File: config.mk
export PLATFORM = sky130hd
export DESIGN_NAME = fetch_stage_flat
export DESIGN_NICKNAME = d
export VERILOG_FILES = /design/src/rtl/fetch_stage_pkg.sv /design/src/rtl/fetch_stage_if.sv /design/src/rtl/if_id_reg.sv /design/src/rtl/fetch_stage.sv /design/src/flat_wrapper.sv
export SDC_FILE = /design/constraint.sdc
export NUM_CORES = 1
export LEC_CHECK = 0
export ABC_AREA = 1
export CAP_MARGIN = 10
export CORE_ASPECT_RATIO = 1.25
export CORE_MARGIN = 4
export CORE_UTILIZATION = 50
export CTS_CLUSTER_DIAMETER = 100
export DETAILED_ROUTE_END_ITERATION = 8
export GPL_ROUTABILITY_DRIVEN = 1
export HOLD_SLACK_MARGIN = 0.02
export PLACE_DENSITY = 0.89
export SYNTH_ARGS = -nofsm -noshare
export SYNTH_HDL_FRONTEND = slang
export SYNTH_SLANG_ARGS = --single-unit
File: constraint.sdc
create_clock -name clk -period 5.2 [get_ports clk]
set_input_delay 1.04 -clock clk [delete_from_list [all_inputs] [get_ports clk]]
set_output_delay 1.04 -clock clk [all_outputs]
set_load 0.01 [all_outputs]
File: src/rtl/fetch_stage_pkg.sv
// Shared types for the fetch stage: FSM encoding, IF/ID payload and PC helpers.
package fetch_stage_pkg;

    localparam logic [31:0] NOP_INSTR_C = 32'h0000_0013;

    typedef enum logic [1:0] {
        ST_IDLE = 2'd0,
        ST_REQ  = 2'd1,
        ST_WAIT = 2'd2,
        ST_HOLD = 2'd3
    } fetch_state_e;

    typedef struct packed {
        logic [31:0] instr;
        logic [31:0] pc;
        logic        valid;
    } ifid_t;

    function automatic logic [31:0] align_pc(input logic [31:0] pc);
        return {pc[31:2], 2'b00};
    endfunction

endpackage

File: src/rtl/fetch_stage_if.sv
// Instruction-memory request/response bus; single outstanding request.
interface fetch_stage_if;
    logic        req;
    logic [31:0] addr;
    logic [31:0] rdata;
    logic        rvalid;

    modport master (output req, addr, input rdata, rvalid);
    modport slave  (input req, addr, output rdata, rvalid);
endinterface

File: src/rtl/if_id_reg.sv
// Pipeline register for {instr, pc, valid}; clear inserts a bubble, load captures, else hold.
module if_id_reg
    import fetch_stage_pkg::*;
#(
    parameter logic [31:0] RESET_PC  = 32'h0000_0000,
    parameter logic [31:0] NOP_INSTR = NOP_INSTR_C
) (
    input  logic        clk,
    input  logic        rst,
    input  logic        load_i,
    input  logic        clr_i,
    input  logic [31:0] clr_pc_i,
    input  ifid_t       d_i,
    output ifid_t       q_o
);

    ifid_t q_q, q_d;

    always_comb begin
        q_d = q_q;
        if (clr_i) begin
            q_d = '{instr: NOP_INSTR, pc: clr_pc_i, valid: 1'b0};
        end else if (load_i) begin
            q_d = d_i;
        end
    end

    always_ff @(posedge clk) begin
        if (!rst) q_q <= '{instr: NOP_INSTR, pc: RESET_PC, valid: 1'b0};
        else      q_q <= q_d;
    end

    assign q_o = q_q;

endmodule

File: src/rtl/fetch_stage.sv
// IF stage: owns the PC and a single-outstanding imem handshake, feeds the IF/ID register.
module fetch_stage
    import fetch_stage_pkg::*;
#(
    parameter logic [31:0] RESET_PC  = 32'h0000_0000,
    parameter logic [31:0] NOP_INSTR = NOP_INSTR_C
) (
    input  logic                 clk,
    input  logic                 rst,
    input  logic                 stall_if,
    input  logic                 flush,
    input  logic [31:0]          redirect_pc,
    fetch_stage_if.master        imem,
    output logic [31:0]          if_instr,
    output logic [31:0]          if_pc,
    output logic                 if_valid
);

    fetch_state_e state_q, state_d;
    logic [31:0]  pc_q, pc_d;
    logic [31:0]  hold_buf_q, hold_buf_d;
    logic         discard_q, discard_d;

    logic [31:0]  redir, pc_inc;
    logic         ifid_ld, ifid_clr;
    ifid_t        ifid_d, ifid_q;

    assign redir  = align_pc(redirect_pc);
    assign pc_inc = pc_q + 32'd4;

    always_comb begin
        state_d    = state_q;
        pc_d       = pc_q;
        hold_buf_d = hold_buf_q;
        discard_d  = discard_q;
        imem.req   = 1'b0;
        imem.addr  = pc_q;
        ifid_ld    = 1'b0;
        ifid_d     = '{instr: imem.rdata, pc: pc_q, valid: 1'b1};
        unique case (state_q)
            ST_IDLE: begin
                state_d = ST_REQ;
                if (flush) pc_d = redir;
            end
            ST_REQ: begin
                // A flushed request still goes out; its response is marked for discard.
                if (flush) begin
                    imem.req  = 1'b1;
                    pc_d      = redir;
                    discard_d = 1'b1;
                    state_d   = ST_WAIT;
                end else if (!stall_if) begin
                    imem.req = 1'b1;
                    state_d  = ST_WAIT;
                end
            end
            ST_WAIT: begin
                if (flush) begin
                    pc_d = redir;
                    if (imem.rvalid) begin
                        discard_d = 1'b0;
                        state_d   = ST_REQ;
                    end else begin
                        discard_d = 1'b1;
                    end
                end else if (imem.rvalid) begin
                    if (discard_q) begin
                        discard_d = 1'b0;
                        state_d   = ST_REQ;
                    end else if (!stall_if) begin
                        // Consume and re-issue in one cycle for back-to-back fetch.
                        ifid_ld   = 1'b1;
                        pc_d      = pc_inc;
                        imem.req  = 1'b1;
                        imem.addr = pc_inc;
                    end else begin
                        hold_buf_d = imem.rdata;
                        state_d    = ST_HOLD;
                    end
                end
            end
            ST_HOLD: begin
                if (flush) begin
                    pc_d    = redir;
                    state_d = ST_REQ;
                end else if (!stall_if) begin
                    ifid_ld = 1'b1;
                    ifid_d  = '{instr: hold_buf_q, pc: pc_q, valid: 1'b1};
                    pc_d    = pc_inc;
                    state_d = ST_REQ;
                end
            end
            default: state_d = ST_IDLE;
        endcase
    end

    // When decode advances with no new word, IF/ID drains to a bubble so nothing repeats.
    assign ifid_clr = flush | (~ifid_ld & ~stall_if);

    always_ff @(posedge clk) begin
        if (!rst) begin
            state_q    <= ST_IDLE;
            pc_q       <= RESET_PC;
            hold_buf_q <= 32'd0;
            discard_q  <= 1'b0;
        end else begin
            state_q    <= state_d;
            pc_q       <= pc_d;
            hold_buf_q <= hold_buf_d;
            discard_q  <= discard_d;
        end
    end

    if_id_reg #(.RESET_PC(RESET_PC), .NOP_INSTR(NOP_INSTR)) u_if_id (
        .clk      (clk),
        .rst      (rst),
        .load_i   (ifid_ld),
        .clr_i    (ifid_clr),
        .clr_pc_i (flush ? redir : pc_q),
        .d_i      (ifid_d),
        .q_o      (ifid_q)
    );

    assign if_instr = ifid_q.instr;
    assign if_pc    = ifid_q.pc;
    assign if_valid = ifid_q.valid;

endmodule

File: src/flat_wrapper.sv
// flat-port wrapper written by rule: the top's interface ports become plain ports
module fetch_stage_flat import fetch_stage_pkg::*;
#(
    parameter logic [31:0] RESET_PC  = 32'h0000_0000,
    parameter logic [31:0] NOP_INSTR = NOP_INSTR_C
)
  (clk, rst, stall_if, flush, redirect_pc, if_instr, if_pc, if_valid, imem_req, imem_addr, imem_rdata, imem_rvalid);
  fetch_stage_if imem_i ();
  input  logic clk;
  input  logic rst;
  input  logic stall_if;
  input  logic flush;
  input  logic [31:0] redirect_pc;
  output logic [31:0] if_instr;
  output logic [31:0] if_pc;
  output logic if_valid;
  output wire logic [$bits(imem_i.req)-1:0] imem_req;
  output wire logic [$bits(imem_i.addr)-1:0] imem_addr;
  input wire logic [$bits(imem_i.rdata)-1:0] imem_rdata;
  input wire logic [$bits(imem_i.rvalid)-1:0] imem_rvalid;
  assign imem_req = imem_i.req;
  assign imem_addr = imem_i.addr;
  assign imem_i.rdata = imem_rdata;
  assign imem_i.rvalid = imem_rvalid;
  fetch_stage #(.RESET_PC(RESET_PC), .NOP_INSTR(NOP_INSTR)) u_core (.clk(clk), .rst(rst), .stall_if(stall_if), .flush(flush), .redirect_pc(redirect_pc), .imem(imem_i), .if_instr(if_instr), .if_pc(if_pc), .if_valid(if_valid));
endmodule
# After elaboration in Yosys (flattened, before gate mapping)
# Index checks and enable logic that the tools add are counted.
[classes]
muxes = 37
n_reduce_logical = 8
addsub = 1
eq_ne = 9
n_bitwise = 7
[ops]
columns = ["cell", "count"]
rows = [
  ["32-bit 2-to-1 mux", 8],
  ["65-bit 2-to-1 mux", 3],
  ["32-bit case mux with 3 select lines", 1],
  ["33-bit 2-to-1 mux", 2],
  ["32-bit by 3-bit adder with 32-bit output, second input constant", 1],
  ["2-bit 2-to-1 mux", 9],
  ["1-bit 2-to-1 mux", 10],
  ["3-bit != test, second input constant", 3],
  ["2-bit case mux with 4 select lines", 1],
  ["1-bit case mux with 2 select lines", 3],
  ["1-bit inverter", 5],
  ["5-bit AND reduction", 1],
  ["2-bit equality test, second input constant", 2],
  ["2-bit != test, second input constant", 2],
  ["4-bit by 3-bit != test with 1-bit output, second input constant", 1],
  ["4-bit AND reduction", 1],
  ["2-bit nonzero test", 2],
  ["2-bit OR reduction", 2],
  ["3-bit AND reduction", 1],
  ["2-bit by 1-bit equality test with 1-bit output, second input constant", 1],
  ["2-bit logical NOT", 1],
  ["1-bit bitwise AND", 1],
  ["1-bit OR", 1],
]
[totals]
word_cells = 69
register_bits = 132
out_inout_bits = 98
inputBits = 69

# Longest topological paths before layout
[depth]
depth_word = 9
depth_mapped = 15
mapped_depth_nobuf = 14

# Cells and area by module
# A second synthesis with hierarchy kept.
[hier_totals]
hier_cells = 1274
area_unflattened_um2 = 8294.2
[by_module_without_submodules]
columns = ["module", "seq_area_each_um2", "instances", "area_each_um2", "cells_each"]
rows = [
  ["fetch_stage", 1341.3, 1, 5288.8, 856],
  ["if_id_reg", 1301.2, 1, 3005.4, 418],
]

# Worst setup path after synthesis
# Ideal clock, no wire load.
[synth_path]
path_kind = "in2out"
from = "input flush"
to = "output imem_addr[2]"
path_buffers = 3
slack_ps = 1970
arrival_time_ps = 2190
cell_stages = 6
path_cell_list = "buf_6 > nor2_8 > clkinv_1 > clkbuf_1 > clkbuf_1 > o21ai_0"
[synth_between]
elab_chain_cells = 2
[synth_lines]
columns = ["element", "line", "text"]
rows = [
  ["start, declared", "flat_wrapper.sv:12", "input logic flush;"],
  ["32-bit 2-to-1 mux", "fetch_stage.sv:58", "if (flush) begin"],
  ["32-bit 2-to-1 mux", "fetch_stage.sv:40", "unique case (state_q)"],
  ["end, declared", "flat_wrapper.sv:18", "output wire logic [$bits(imem_i.addr)-1:0] imem_addr;"],
]
# No other way between the ends.

# Worst setup path after layout
[layout_path]
from = "input stall_if"
to = "output imem_addr[21]"
[layout_between]
elab_chain_cells = 5
[layout_lines]
columns = ["element", "line", "text"]
rows = [
  ["start, declared", "flat_wrapper.sv:11", "input logic stall_if;"],
  ["32-bit 2-to-1 mux", "-", ""],
  ["32-bit 2-to-1 mux", "fetch_stage.sv:67", "if (discard_q) begin"],
  ["32-bit 2-to-1 mux", "-", ""],
  ["32-bit 2-to-1 mux", "fetch_stage.sv:58", ""],
  ["32-bit 2-to-1 mux", "fetch_stage.sv:40", ""],
]
# No other way between the ends.

==> summary.md <==
| Metric | Value |
|---|---|
| Worst Setup Start Kind | `input port` |
| Sequential-to-total area share from yosys stat | `34.7%` |
| Rows | `50` |
| XOR/XNOR Fraction of Synth Area | `1.61%` |
| Met2 WL | `11.1 mm` |
| Simple logic cell fraction of the synthesized area | `30.3%` |
| DRC Markers | `0` |
| P_sw | `1.10 mW` |
| Critical path depth | `12` |
| Internal power | `2.14 mW` |
| Iter 0 DRT Violations | `963` |
| Synth top area cells | `dfxtp_1 (35%), nand2_1 (17%), o21ai_0 (7.7%)` |
| Vias in the first global route | `7870` |
| Seq cells post-synth | `132` |
| Gr ovfl total | `0` |
| Min-Delay Startpoint | `u_core.hold_buf_q[8]$_SDFFE_PN0P_` |
| DP HPWL | `15.5 mm` |
| Clk pwr share | `36.2%` |
| RR Endpoint | `u_core.u_if_id.q_o[45]$_SDFFE_PP0N_` |
| CTS max path bufs | `2` |
| Area leader, netlist | `dfxtp_1` |
| Final hold vios | `0` |
| Synth warnings | `0` |
| H-tree levels | `4` |
| Worst-path clk slew | `50 ps` |
| Pins Over Slew Limit | `0` |
| Comb power frac | `27.3%` |
| Post-Synth Adder-Cell Area | `0.822%` |
| Post-synth top area share | `34.7%` |
| DR vias | `8466` |
| CP endpoint kind | `primary output` |
| Global placer's final weighted congestion | `0.943` |
| Vias per cell | `5.63` |
| Met3 routed WL | `2.68 mm` |
| CP bufs+invs | `4` |
| Worst Hold Class | `reg -> reg` |
| Antenna-violating nets left | `0` |
| Layout Cells excl Fill | `1504` |
| Yosys cell types | `31` |
| Filler cells | `1223` |
| Status | `completed` |
| CTS buffer count | `17` |
| Ys flop type | `dfxtp_1` |
| Synth Area in Compound Gates | `19.2%` |
| RSZ-0062 raised after global routing | `false` |
| Worst path slowest cell | `clkdlybuf4s50_1` |
| # setup viols final | `0` |
| Crit-path max cell delay | `600 ps` |
| Die Ht | `146 um` |
| Max Fclk | `215 MHz` |
| Worst R2R Path Depth | `8` |
| Arrival time at the worst endpoint | `3610 ps` |
| N_diodes | `0` |
| Reg power frac | `36.6%` |
| Tmin final | `4650 ps` |
| Placed Cells | `1472` |
| Largest delay share family, worst path | `buffers and inverters` |
| Cells after synthesis | `1182` |
| Largest net degree at the start of global routing | `68` |
| CP endpoint | `imem_addr[21]` |
| Maxcap violations | `0` |
| Reg2reg start | `u_core.state_q[0]$_SDFFE_PN0P_` |
| TritonCTS clock tree | `done` |
| Post-CTS Resized | `0` |
| Final WL | `23.4 mm` |
| R2R setup slack | `1560 ps` |
| Setup Fix Bufs, Post-CTS | `0` |
| Post-Syn Area | `0.00761 sq mm` |
| Drt pass-1 iters | `6` |
| Crit path max fanout | `5` |
| First-pass GRT wire length | `38.2 mm` |
| Post-synthesis mux area share | `3.26%` |
| Layout cell share with drive strength beyond 1 | `7.19%` |
| Leakage | `3.94 nW` |
| Setup_tns | `0 ps` |
| Nets | `1383` |
| Async set or reset register ratio after synthesis | `0%` |
| Area growth from synthesis to layout | `29.2%` |
| Avg WL per Cell | `15.5 um` |
| Final Cycle Share | `89.4%` |
| Clock sink count | `132` |
| Die ar. | `0.0173 sq mm` |
| Die Wd | `118 um` |
| Worst clock skew | `8.66 ps` |
| Largest family of logic cells by synthesized area | `simple AND/OR/NAND/NOR gates` |
| VDD IR max | `258 uV` |
| Clk Latency, worst-skew pair | `430 ps` |
| Worst-margin pin slew | `1100 ps` |
| Starting density of the core | `50.9%` |
| Pwr dens | `330 mW/mm^2` |
| Syn nets | `1256` |
| Placeable core area | `0.0150 sq mm` |
| Hold buffer count at cts | `0` |
| Total GRT Usage | `26.6%` |
| Sw Share | `34.0%` |
| Register area | `0.00264 sq mm` |
| CP Launch Point | `stall_if` |
| I/O Buffers | `164` |
| Slew headroom | `26.6%` |
| EDFF count, synth | `0` |
| Initial antenna violation count | `0` |
| CTS Root Cell | `clkbuf_16` |
| Crit-path cells | `clkdlybuf4s50_1, inv_2, nand2_2, nor2_4, nand3_1, nor2_1, nand2_1, nand3_1, o21ai_0, o21ai_0, inv_1, clkdlybuf4s50_1` |
| Critical Path RT | `4160 ps` |
| I/O Pins | `167` |
| Multi-input gate area | `0.00421 sq mm` |
| Highest routed layer | `met4` |
| CP Class | `in -> out` |
| Mean Syn Cell Area | `6.44 sq um` |
| Met1 Routed Length | `8.86 mm` |
==> kinds of logic after synthesis <==
logic type / Yosys count
and+or+nand+nor: 557
AOI/OAI and AO/OA: 267
buffers and inverters: 185
DFF: 132
muxes: 22
xor gates and xnor gates: 14
adders and majority gates: 5
==> through the flow <==
stage / util, % / hold WS, ps / area [sq um] / power, mW / worst slack, ps
finish: 65.7 / 449 / 9830 / 3.25 / 550
global route: 65.7 / 479 / 9830 / 3.40 / 408
CTS: 65.7 / 449 / 9830 / 3.25 / 637
detailed placement: 61.9 / 439 / 9260 / 2.07 / 661
global placement: 61.9 / 434 / 9260 / 2.05 / 683
floorplan: - / 425 / 7610 / 1.71 / 1970
==> layer usage <==
metal	track usage (%)	up-vias
li1	-	4109
met1	31.2	3818
met2	44.2	469
met3	8.28	70
met4	12.4	0
met5	0	-
==> power by group through the flow <==
stage | Clock, mW | Combinational, mW | Sequential [mW]
2_1_floorplan | 0 | 0.519 | 1.19
3_3_place_gp | 0 | 0.850 | 1.20
3_5_place_dp | 0 | 0.870 | 1.20
4_1_cts | 1.19 | 0.876 | 1.18
5_1_grt | 1.23 | 0.973 | 1.20
6_report | 1.17 | 0.885 | 1.19
==> placed cells by master, fill, tap and decap left out, types with 2 or more instances in the layout <==
cell type | Yosys | final
clkdlybuf4s50_1 | 0 | 163
o21ai_1 | 6 | 6
clkinv_2 | 0 | 2
a41oi_1 | 12 | 12
nor2_8 | 2 | 2
ha_1 | 5 | 5
xor2_1 | 14 | 14
o21ai_0 | 117 | 117
dfxtp_1 | 132 | 132
a21boi_0 | 2 | 2
a2bb2oi_1 | 2 | 2
a31oi_1 | 35 | 35
a21oi_1 | 84 | 84
clkinv_4 | 0 | 2
nand2_2 | 3 | 4
nand3_1 | 71 | 71
clkinvlp_4 | 0 | 3
inv_2 | 4 | 5
o211ai_1 | 8 | 8
mux2_2 | 22 | 22
nand4_1 | 6 | 6
inv_8 | 0 | 2
nor2_2 | 3 | 4
nor2_1 | 112 | 111
inv_1 | 108 | 107
buf_4 | 6 | 16
inv_6 | 0 | 5
clkbuf_16 | 0 | 17
nor2_4 | 6 | 6
nand2_1 | 351 | 350
==> cell type report <==
class                           count  area share [%]
Inverter                          113            4.32
Timing Repair Buffer              180            17.9
Clock inverter                     15            1.49
Tap cell                          182            2.32
Sequential cell                   132            26.9
Clock buffer                       17            4.33
Multi-Input combinational cell    865            42.8
==> synth_stat cells (all sizes together) (6+ instances only) <==
| library cell | number |
|---|---|
| nand4 | 6 |
| a41oi | 12 |
| inv | 112 |
| nor2 | 123 |
| mux2 | 22 |
| o211ai | 8 |
| a21oi | 84 |
| clkbuf | 43 |
| nand3 | 72 |
| dfxtp | 132 |
| o21ai | 123 |
| xor2 | 14 |
| buf | 29 |
| nand2 | 355 |
| a31oi | 35 |
==> worst min path at each step <==
stage | endpoint | slack [ps] | cells past startpoint
2_1_floorplan | u_core.hold_buf_q[0]$_SDFFE_PN0P_ | 420 | 2
3_3_place_gp | u_core.hold_buf_q[6]$_SDFFE_PN0P_ | 430 | 2
3_5_place_dp | u_core.hold_buf_q[6]$_SDFFE_PN0P_ | 440 | 2
4_1_cts | u_core.hold_buf_q[6]$_SDFFE_PN0P_ | 450 | 2
5_1_grt | u_core.hold_buf_q[8]$_SDFFE_PN0P_ | 480 | 2
6_report | u_core.hold_buf_q[8]$_SDFFE_PN0P_ | 450 | 2
==> flip-flops by register name, summed over array words and instances (netlist names) <==
| signal | count |
|---|---|
| u_core.pc_q | 32 |
| u_core.hold_buf_q | 32 |
| u_core.discard_q | 1 |
| u_core.state_q | 2 |
| u_core.u_if_id.q_o | 65 |
==> worst min-delay path: cells and delay by family (launching register included) <==
family	cells	cell delay [ps]
AO/OA/AOI/OAI	1	50
buffers and inverters	1	50
flip-flops	1	290
No activity file was read; power rests on OpenSTA's default activity.
